<file path="config.mk">
export PLATFORM = sky130hd
export DESIGN_NAME = pipe_stage_reg
export DESIGN_NICKNAME = d
export VERILOG_FILES = /design/src/rtl/pipe_stage_reg.sv
export SDC_FILE = /design/constraint.sdc
export NUM_CORES = 1
export LEC_CHECK = 0
export CAP_MARGIN = 20
export CORE_UTILIZATION = 45
export CTS_CLUSTER_SIZE = 40
export DETAILED_ROUTE_END_ITERATION = 6
export PLACE_DENSITY = 0.74
export SYNTH_ARGS = -nofsm -noshare
export SYNTH_HDL_FRONTEND = slang
export SYNTH_SLANG_ARGS = --single-unit
</file>
<file path="constraint.sdc">
create_clock -name clk_i -period 7.3 [get_ports clk_i]
set_clock_uncertainty 0.1 [all_clocks]
set_input_delay 1.825 -clock clk_i [delete_from_list [all_inputs] [get_ports clk_i]]
set_output_delay 1.825 -clock clk_i [all_outputs]
set_load 0.005 [all_outputs]
</file>
<file path="src/rtl/pipe_stage_reg.sv">
// rtl/pipe_stage_reg.sv - parametrised valid/ready pipeline stage register with optional skid buffer
// Main register M drives the outputs; skid register S (SKID=1) always holds the younger entry.
module pipe_stage_reg #(
  parameter int DATA_W          = 32,
  parameter int CTRL_W          = 16,
  parameter int SKID            = 1,
  parameter int BUBBLE_CLR_DATA = 1,
  parameter int CNT_W           = 16
) (
  input  logic              clk_i,
  input  logic              reset_i,
  input  logic              flush_i,
  input  logic              in_valid_i,
  output logic              in_ready_o,
  input  logic [DATA_W-1:0] in_data_i,
  input  logic [CTRL_W-1:0] in_ctrl_i,
  output logic              out_valid_o,
  input  logic              out_ready_i,
  output logic [DATA_W-1:0] out_data_o,
  output logic [CTRL_W-1:0] out_ctrl_o,
  output logic [1:0]        occupancy_o,
  output logic [CNT_W-1:0]  drop_cnt_o
);

  localparam logic [CNT_W+1:0] CNT_MAX = {2'b00, {CNT_W{1'b1}}};

  logic              m_valid_q, m_valid_d;
  logic [DATA_W-1:0] m_data_q, m_data_d;
  logic [CTRL_W-1:0] m_ctrl_q, m_ctrl_d;
  logic              s_valid_q, s_valid_d;
  logic [DATA_W-1:0] s_data_q, s_data_d;
  logic [CTRL_W-1:0] s_ctrl_q, s_ctrl_d;
  logic [CNT_W-1:0]  cnt_q, cnt_d;

  logic              accept;
  logic              m_fire;
  logic              m_open;
  logic [1:0]        dropped;
  logic [CNT_W+1:0]  cnt_sum;

  // With the skid buffer, in_ready depends only on flops (and reset), never on out_ready.
  always_comb begin
    if (SKID != 0) in_ready_o = ~reset_i & ~s_valid_q;
    else           in_ready_o = ~reset_i & (~m_valid_q | out_ready_i);
  end

  assign accept  = in_valid_i & in_ready_o;
  assign m_fire  = m_valid_q & out_ready_i;
  assign m_open  = ~m_valid_q | out_ready_i;
  assign dropped = {1'b0, m_valid_q} + {1'b0, s_valid_q} - {1'b0, m_fire};
  assign cnt_sum = {2'b00, cnt_q} + {{CNT_W{1'b0}}, dropped};

  always_comb begin
    m_valid_d = m_valid_q;
    m_data_d  = m_data_q;
    m_ctrl_d  = m_ctrl_q;
    s_valid_d = s_valid_q;
    s_data_d  = s_data_q;
    s_ctrl_d  = s_ctrl_q;
    cnt_d     = cnt_q;
    if (flush_i) begin
      m_valid_d = 1'b0;
      s_valid_d = 1'b0;
      m_ctrl_d  = '0;
      if (BUBBLE_CLR_DATA != 0) m_data_d = '0;
      cnt_d = (cnt_sum > CNT_MAX) ? CNT_MAX[CNT_W-1:0] : cnt_sum[CNT_W-1:0];
    end else if (m_open) begin
      if (s_valid_q) begin
        m_valid_d = 1'b1;
        m_data_d  = s_data_q;
        m_ctrl_d  = s_ctrl_q;
        s_valid_d = accept;
        if (accept) begin
          s_data_d = in_data_i;
          s_ctrl_d = in_ctrl_i;
        end
      end else begin
        m_valid_d = accept;
        if (accept) begin
          m_data_d = in_data_i;
          m_ctrl_d = in_ctrl_i;
        end
      end
    end else if (accept && SKID != 0) begin
      s_valid_d = 1'b1;
      s_data_d  = in_data_i;
      s_ctrl_d  = in_ctrl_i;
    end
  end

  always_ff @(posedge clk_i) begin
    if (reset_i) begin
      m_valid_q <= 1'b0;
      m_data_q  <= '0;
      m_ctrl_q  <= '0;
      s_valid_q <= 1'b0;
      s_data_q  <= '0;
      s_ctrl_q  <= '0;
      cnt_q     <= '0;
    end else begin
      m_valid_q <= m_valid_d;
      m_data_q  <= m_data_d;
      m_ctrl_q  <= m_ctrl_d;
      s_valid_q <= s_valid_d;
      s_data_q  <= s_data_d;
      s_ctrl_q  <= s_ctrl_d;
      cnt_q     <= cnt_d;
    end
  end

  // A bubble always presents a NOP control word.
  assign out_valid_o = m_valid_q;
  assign out_ctrl_o  = m_valid_q ? m_ctrl_q : '0;
  assign out_data_o  = (BUBBLE_CLR_DATA != 0 && !m_valid_q) ? '0 : m_data_q;
  assign occupancy_o = {1'b0, m_valid_q} + {1'b0, s_valid_q};
  assign drop_cnt_o  = cnt_q;

endmodule

</file>
== After elaboration in Yosys (flattened, before gate mapping) ==
Index checks and enable logic that the tools add are counted.

* Output and inout port bits: 68
* Bits of input ports: 53
* Logic and storage cells: 42
* Flip-flop bits (word level): 114

* Mux-type cells: 17
* Equal/unequal tests: 1
* Add/sub/neg operators: 3
* Bitwise gates (word level): 8
* Reduce and logical (&&, ||, !) cells: 5
* Magnitude comparators: 1

{| class="wikitable"
|+ Operator list
! operator !! number
|-
| 32-bit two-way mux || 6
|-
| 16-bit two-way mux || 7
|-
| 16-bit by 2-bit adder with 17-bit output || 1
|-
| 17-bit by 16-bit greater-than comparator with 1-bit output, second input constant || 1
|-
| 1-bit two-way mux || 4
|-
| 1-bit inverter || 4
|-
| 2-bit AND reduction || 2
|-
| 2-bit nonzero test || 2
|-
| 1-bit bitwise AND || 3
|-
| 1-bit by 1-bit adder with 2-bit output || 1
|-
| 2-bit inequality test, second input constant || 1
|-
| 2-bit OR reduction || 1
|-
| 2-bit by 1-bit subtractor with 2-bit output || 1
|-
| 1-bit bitwise OR || 1
|}

== Depth between registers and ports, before layout ==
Gate-level depths: netlist (run 1).

* Word-level depth: 6
* Gate-level depth with buffers: 12
* Gate-level depth less buffers: 11

== Least setup slack after synthesis (run 1) ==
Ideal clock, no wire load.

* Kind: in2out
* Start: in reset_i
* End: out in_ready_o
* Data arrival time: 2,440 ps
* Stages: 3
* Path slack: 2,935 ps
* Data required time: 5,375 ps
* Buffers on the path: 2
* Cell sequence: clkbuf_1 clkbuf_1 nor2_1

* Cells in the longest elaborated chain, start to end: 2

{| class="wikitable"
|+ RTL lines
! element !! line !! RTL
|-
| start: declaration || 11 || <nowiki>input logic reset_i,</nowiki>
|-
| 1-bit inverter || -- ||
|-
| 1-bit bitwise AND || 43 || <nowiki>if (SKID != 0) in_ready_o = ~reset_i & ~s_valid_q;</nowiki>
|-
| end: declaration || 14 || <nowiki>output logic in_ready_o,</nowiki>
|}

Every way passes these cells.

== Worst setup path in the final report (run 1) ==
Same ends and word-level chain as after synthesis.

==> results of run 1 <==
-- cell type report --
cell class / count / area share (%)
multi-input combinational: 416 / 36.49
sequential: 114 / 33.74
timing repair buffer: 124 / 18.28
clock buffer: 21 / 6.630
tap: 140 / 2.585
clock inverter: 10 / 1.607
inverter: 12 / 0.6648
-- worst paths after layout --
path,cells past startpoint,to,startpoint
worst max-delay path,4,in_ready_o,reset_i
worst min-delay path,2,s_ctrl_q[2]$_SDFFE_PP0P_,s_ctrl_q[2]$_SDFFE_PP0P_
worst max register to register,11,drop_cnt_o[13]$_SDFFE_PP0P_,s_valid_q$_SDFFE_PP0P_
worst min register to register,2,s_ctrl_q[2]$_SDFFE_PP0P_,s_ctrl_q[2]$_SDFFE_PP0P_
-- routing by layer --
layer	up-vias	track usage, %	share of wire, %
met3	17	4.056	3.9
met4	0	8.023	1.9
met1	2049	26.46	45
li1	2207	-	-
met2	99	35.44	49
met5	-	0	0
-- stage by stage --
stage | utilization, % | worst slack (ps) | total power, mW
floorplan | - | 2935 | 0.7038
global placement | 57.17 | 2309 | 0.7532
detailed placement | 57.17 | 2318 | 0.7555
CTS | 62.32 | 2311 | 1.527
global route | 62.50 | 2230 | 1.572
finish | 62.50 | 2315 | 1.519
-- power groups by stage --
stage	Clock [mW]	Combinational, mW	Sequential [mW]
finish	0.776	0.101	0.642
global route	0.818	0.111	0.644
CTS	0.784	0.100	0.643
detailed placement	0	0.0998	0.656
global placement	0	0.0981	0.655
floorplan	0	0.0518	0.652
-- sequential cells by signal, summed over array words and instances, names as in the netlist --
| signal | count |
|---|---|
| m_ctrl_q | 16 |
| s_valid_q | 1 |
| s_data_q | 32 |
| m_data_q | 32 |
| out_valid_o | 1 |
| drop_cnt_o | 16 |
| s_ctrl_q | 16 |
-- cells in the mapped netlist --
library cell / instances / area, um^2
nor2_1: 53 / 198.9
and3_1: 2 / 12.51
nand4_1: 4 / 25.02
and2_1: 49 / 306.5
or4_4: 1 / 11.26
and3b_1: 1 / 8.760
a31o_2: 1 / 8.760
xnor2_1: 7 / 61.31
nand3b_1: 1 / 7.510
a311oi_1: 1 / 8.760
or4_1: 1 / 7.510
buf_2: 8 / 40.04
or2_1: 1 / 6.260
a211oi_1: 49 / 367.9
a21oi_1: 63 / 315.3
o21a_1: 1 / 7.510
nor4_2: 1 / 12.51
a31oi_1: 3 / 18.77
dfxtp_1: 114 / 2282
ha_1: 4 / 50.05
buf_4: 2 / 15.01
a41o_1: 1 / 10.01
inv_1: 12 / 45.04
nor4_1: 4 / 25.02
nand2b_1: 1 / 6.260
nor2b_1: 1 / 6.260
o21ai_0: 3 / 15.01
fa_1: 1 / 20.02
nor3_1: 6 / 30.03
a21o_1: 1 / 7.510
mux2i_1: 49 / 490.5
nand3_1: 2 / 10.01
clkbuf_1: 34 / 127.6
xor2_1: 2 / 17.52
nand2_1: 102 / 382.9
buf_6: 3 / 33.78
-- critical path: cells and delay by family --
kind / cells / cell delay [ps]
buffers and inverters: 3 / 1130
AND/OR/NAND/NOR: 1 / 80
-- cells in the final DEF, fill, tap and decap left out, drive strengths merged --
cell type	count
nor2	53
nor3	6
xor2	2
a41o	1
nand3	2
clkinv	4
o21ai	3
or4	2
or2	1
nand4	4
o21a	1
nand2b	1
and3b	1
nand2	102
a21o	1
a211oi	49
fa	1
clkbuf	21
a31o	1
nor2b	1
nor4	5
a21oi	63
and3	2
clkdlybuf4s50	119
mux2i	49
bufinv	2
inv	13
ha	4
clkinvlp	3
a31oi	3
nand3b	1
buf	5
and2	49
dfxtp	114
xnor2	7
a311oi	1
-- kinds of logic (layout without fill, tap and decap cells) --
group,Yosys count,count (layout),synth area share (%)
adder cells (fa/ha/maj),5,5,1.401
AND/OR/NAND/NOR,230,230,21.15
AO/OA/AOI/OAI,123,123,15.19
multiplexers,49,49,9.810
flip-flops,114,114,45.65
XOR/XNOR,9,9,1.577
buffers and inverters,59,167,5.230
==> flow_summary.toml, run 1 <==
[status]
outcome = "complete, no violations"

[synth]
synthCells = 589
avgSynthCellArea_um2 = 8.489
syn_nets = 647
synth_seq_area_share_pct = 45.65
ys_ff_latch = 114
synth_cell_type_count = 36
netlist_area_um2 = 5000
yosysWarningCount = 0

[worst_setup_path]
r2r_slack_ps = 3440
path_cells = "buf_2 > buf_4 > nor2_1 > clkdlybuf4s50_1"
critPathRequiredTime_ps = 5380
arrival_ps = 3060
critPathKind = "primary input to primary output"
cp_slowest_stage_delay_ps = 580
worst_setup_path_start_kind = "primary input"
cp_slowest_cell = "buf_4"
end_kind = "primary output"
cp_max_fo = 67

[die]
initial_core_util_pct = 46.12
chipHeight_um = 107.4
core_area_um2 = 10840
die-area_um2 = 11540
rows = 38
top_level_ports = 121
fp.dieW_um = 107.4

[grt]
antenna_found_initial = 0
gr-usage-all-layers_pct = 21.01
first_global_vias = 3979
grt_pass1_wl_um = 19180
grt_overflow = 0
grt_max_degree = 97

[pwr]
p_sw_mw = 0.3353
pwr-share-clk_pct = 51.1
power_density_nw_per_um2 = 224.2
p_int_mw = 1.184
peakVddDrop_v = 0.0001526
power_frac_seq_pct = 42.3
comb_power_share_pct = 6.6
switching_share_pct = 22.07
leakage_nw = 2.274

[final_layout]
layout.cells.non_filler = 837
layout-drive-gt1-share_pct = 5.739
final_nets = 743
n_antenna_cell = 0
nFillCells = 926
design_area_um2 = 6775
final-seq-area_um2 = 2286
areaGrowthSynthToFinish_pct = 35.51
multiInputGateArea_um2 = 2472

[clock_tree]
post-cts-setup-buffers = 0
clockBufferDepth = 2
cts_sinks = 114
cts_tree = "done"
cts-buffers-inserted = 17
clkLatencyLatePin_ps = 500
cts_resized = 0
hold_buffers = 0
clkTransAtPathRegs_ps = 60
htree_levels = 4
cts-root-buf = "clkbuf_8"

[sta]
fin_crit_ps = 4985
slew_viol_final = 0
whs_ps = 352.3
rsz0062_at_grt = "no"
relSlewSlack_pct = 32.47
max_slew.worst_pin.slew_ps = 1013
finalSetupViolCount = 0
finalSetupTns_ps = 0
clock.fmax_mhz = 200.6
hold_viol = 0
period_share_pct = 68.28

[drt]
num_vias = 4372
first_pass_iters = 4
ant_nets = 0
wl_per_cell_um = 14.32
drc = 0
finalWirelength_um = 11980
viasPerCell = 5.223
drt_iter0_drc = 175

[hold_path]
hold_path.class = "register to register"

[placement]
dp_cells = 805
gp_routability_congestion = 0.8439
dp_hpwl_um = 7470
port_buffers = 120
placed_area_um2 = 6197

[flow_run]
drv_cap = 0
Note: power is estimated with default switching activity, not from simulation.
==> run 2: changes to the inputs <==
==> constraint.sdc (replaced) <==
create_clock -name clk_i -period 5.1 [get_ports clk_i]
set_clock_uncertainty 0.1 [all_clocks]
set_input_delay 1.275 -clock clk_i [delete_from_list [all_inputs] [get_ports clk_i]]
set_output_delay 1.275 -clock clk_i [all_outputs]
set_load 0.005 [all_outputs]
==> run 2 against run 1 <==
Routed wire length up 3.6%. Register-to-register slack lost 1600 ps. Clock-buffer cell count unchanged. Critical path type is now primary input to register.
==> flow_summary.toml, run 2 (synthesized netlist as in run 1, its figures left out) <==
[final_layout]
final-seq-area_um2 = 2286
final_common_cell = "clkdlybuf4s50_1"
layout_common_cells = "clkdlybuf4s50_1, dfxtp_1, nand2_1"
final_nets = 745
nFillCells = 938
areaGrowthSynthToFinish_pct = 37.04
postLayoutCoreUtil_pct = 63.20
layout.cells.non_filler = 840
reg_top3 = "m_data_q x32, s_data_q x32"
multiInputGateArea_um2 = 2472
n_antenna_cell = 0
layout-drive-gt1-share_pct = 6.143

[worst_setup_path]
critPathKind = "primary input to register"
rr_worst_depth = 11
arrival_ps = 4130
cp_max_fo = 13
critPathRequiredTime_ps = 5420
end_kind = "register"
worst_setup_path_start_kind = "primary input"

[placement]
dp_hpwl_um = 7631
dp_cells = 808
gp_routability_congestion = 0.8295
port_buffers = 120

[grt]
gr-usage-all-layers_pct = 22.16
antenna_found_initial = 0
grt_max_degree = 97
grt_overflow = 0
first_global_vias = 4254
grt_pass1_wl_um = 19990

[drt]
drt_iter0_drc = 144
ant_nets = 0
wl_per_cell_um = 14.78
first_pass_iters = 4
drc = 0
viasPerCell = 5.329
num_vias = 4476
finalWirelength_um = 12420

[die]
chipHeight_um = 107.4
core_area_um2 = 10840
die-area_um2 = 11540
initial_core_util_pct = 46.12
rows = 38
fp.dieW_um = 107.4
top_level_ports = 121

[sta]
finalSetupViolCount = 0
fin_crit_ps = 3808
finalSetupTns_ps = 0
slew_viol_final = 0
period_share_pct = 74.67
max_slew.worst_pin.slew_ps = 1026
hold_viol = 0
rsz0062_at_grt = "no"
relSlewSlack_pct = 31.60
clock.fmax_mhz = 262.6

[clock_tree]
cts-root-buf = "clkbuf_8"
cts_sinks = 114
clkTransAtPathRegs_ps = 60
cts_tree = "done"
post-cts-setup-buffers = 0
htree_levels = 4
clockBufferDepth = 2
cts-buffers-inserted = 17
clkLatencyLatePin_ps = 500
cts_resized = 0
hold_buffers = 0

[hold_path]
hold_depth = 2
hold_path.class = "register to register"

[flow_run]
drv_cap = 0

[pwr]
power_mw = 2.321
power_density_nw_per_um2 = 338.8
peakVddDrop_v = 0.0002005
leakage_nw = 2.320

[status]
outcome = "complete, no violations"
run 2: worst paths after layout:
check / start / end / slack (ps)
setup / recovery: out_ready_i / drop_cnt_o[6]$_SDFFE_PP0P_ / 1290
setup reg to reg: out_valid_o$_SDFFE_PP0N_ / drop_cnt_o[6]$_SDFFE_PP0P_ / 1810
hold / removal: s_ctrl_q[10]$_SDFFE_PP0P_ / s_ctrl_q[10]$_SDFFE_PP0P_ / 350
hold reg to reg: s_ctrl_q[10]$_SDFFE_PP0P_ / s_ctrl_q[10]$_SDFFE_PP0P_ / 350
run 2: final cells by class:
| type | count | share of cell area, % |
|---|---|---|
| Inverter | 12 | 0.6574 |
| Timing Repair Buffer | 126 | 18.12 |
| Sequential cell | 114 | 33.36 |
| Clock inverter | 11 | 2.666 |
| Multi-Input combinational cell | 416 | 36.08 |
| Tap cell | 140 | 2.557 |
| Clock buffer | 21 | 6.556 |
run 2: through the flow:
| step | worst slack (ps) | area (um^2) | hold WS (ps) |
|---|---|---|---|
| floorplan | 1631 | 5000 | 336.0 |
| global placement | 950.7 | 6220 | 340.6 |
| detailed placement | 832.3 | 6220 | 348.3 |
| CTS | 1298 | 6852 | 354.7 |
| global route | 1057 | 6852 | 371.8 |
| finish | 1292 | 6852 | 353.8 |
run 2: critical path, stage by stage:
cell and delay [ps]:
clkdlybuf4s50_1 450, and2_1 180, ha_1 270, inv_1 60, ha_1 150, inv_1 50
fa_1 390, nand3b_1 280, nor3_1 300, nand3_1 440, a21oi_1 280
run 2: where the power goes:
| part | internal, mW | total, mW | switching (mW) | leakage [nW] |
|---|---|---|---|---|
| Combinational | 0.0725 | 0.149 | 0.0763 | 1.09 |
| Sequential | 0.908 | 0.916 | 0.00844 | 0.924 |
| Clock | 0.863 | 1.26 | 0.393 | 0.311 |
run 2: metal layers:
metal  track usage [%]  share of wire (%)  up-vias
li1                  -                  -     2214
met1             25.71                 43     2151
met2             38.62                 51       90
met3             5.448                3.6       21
met4             9.589                2.0        0
met5                 0                  0        -
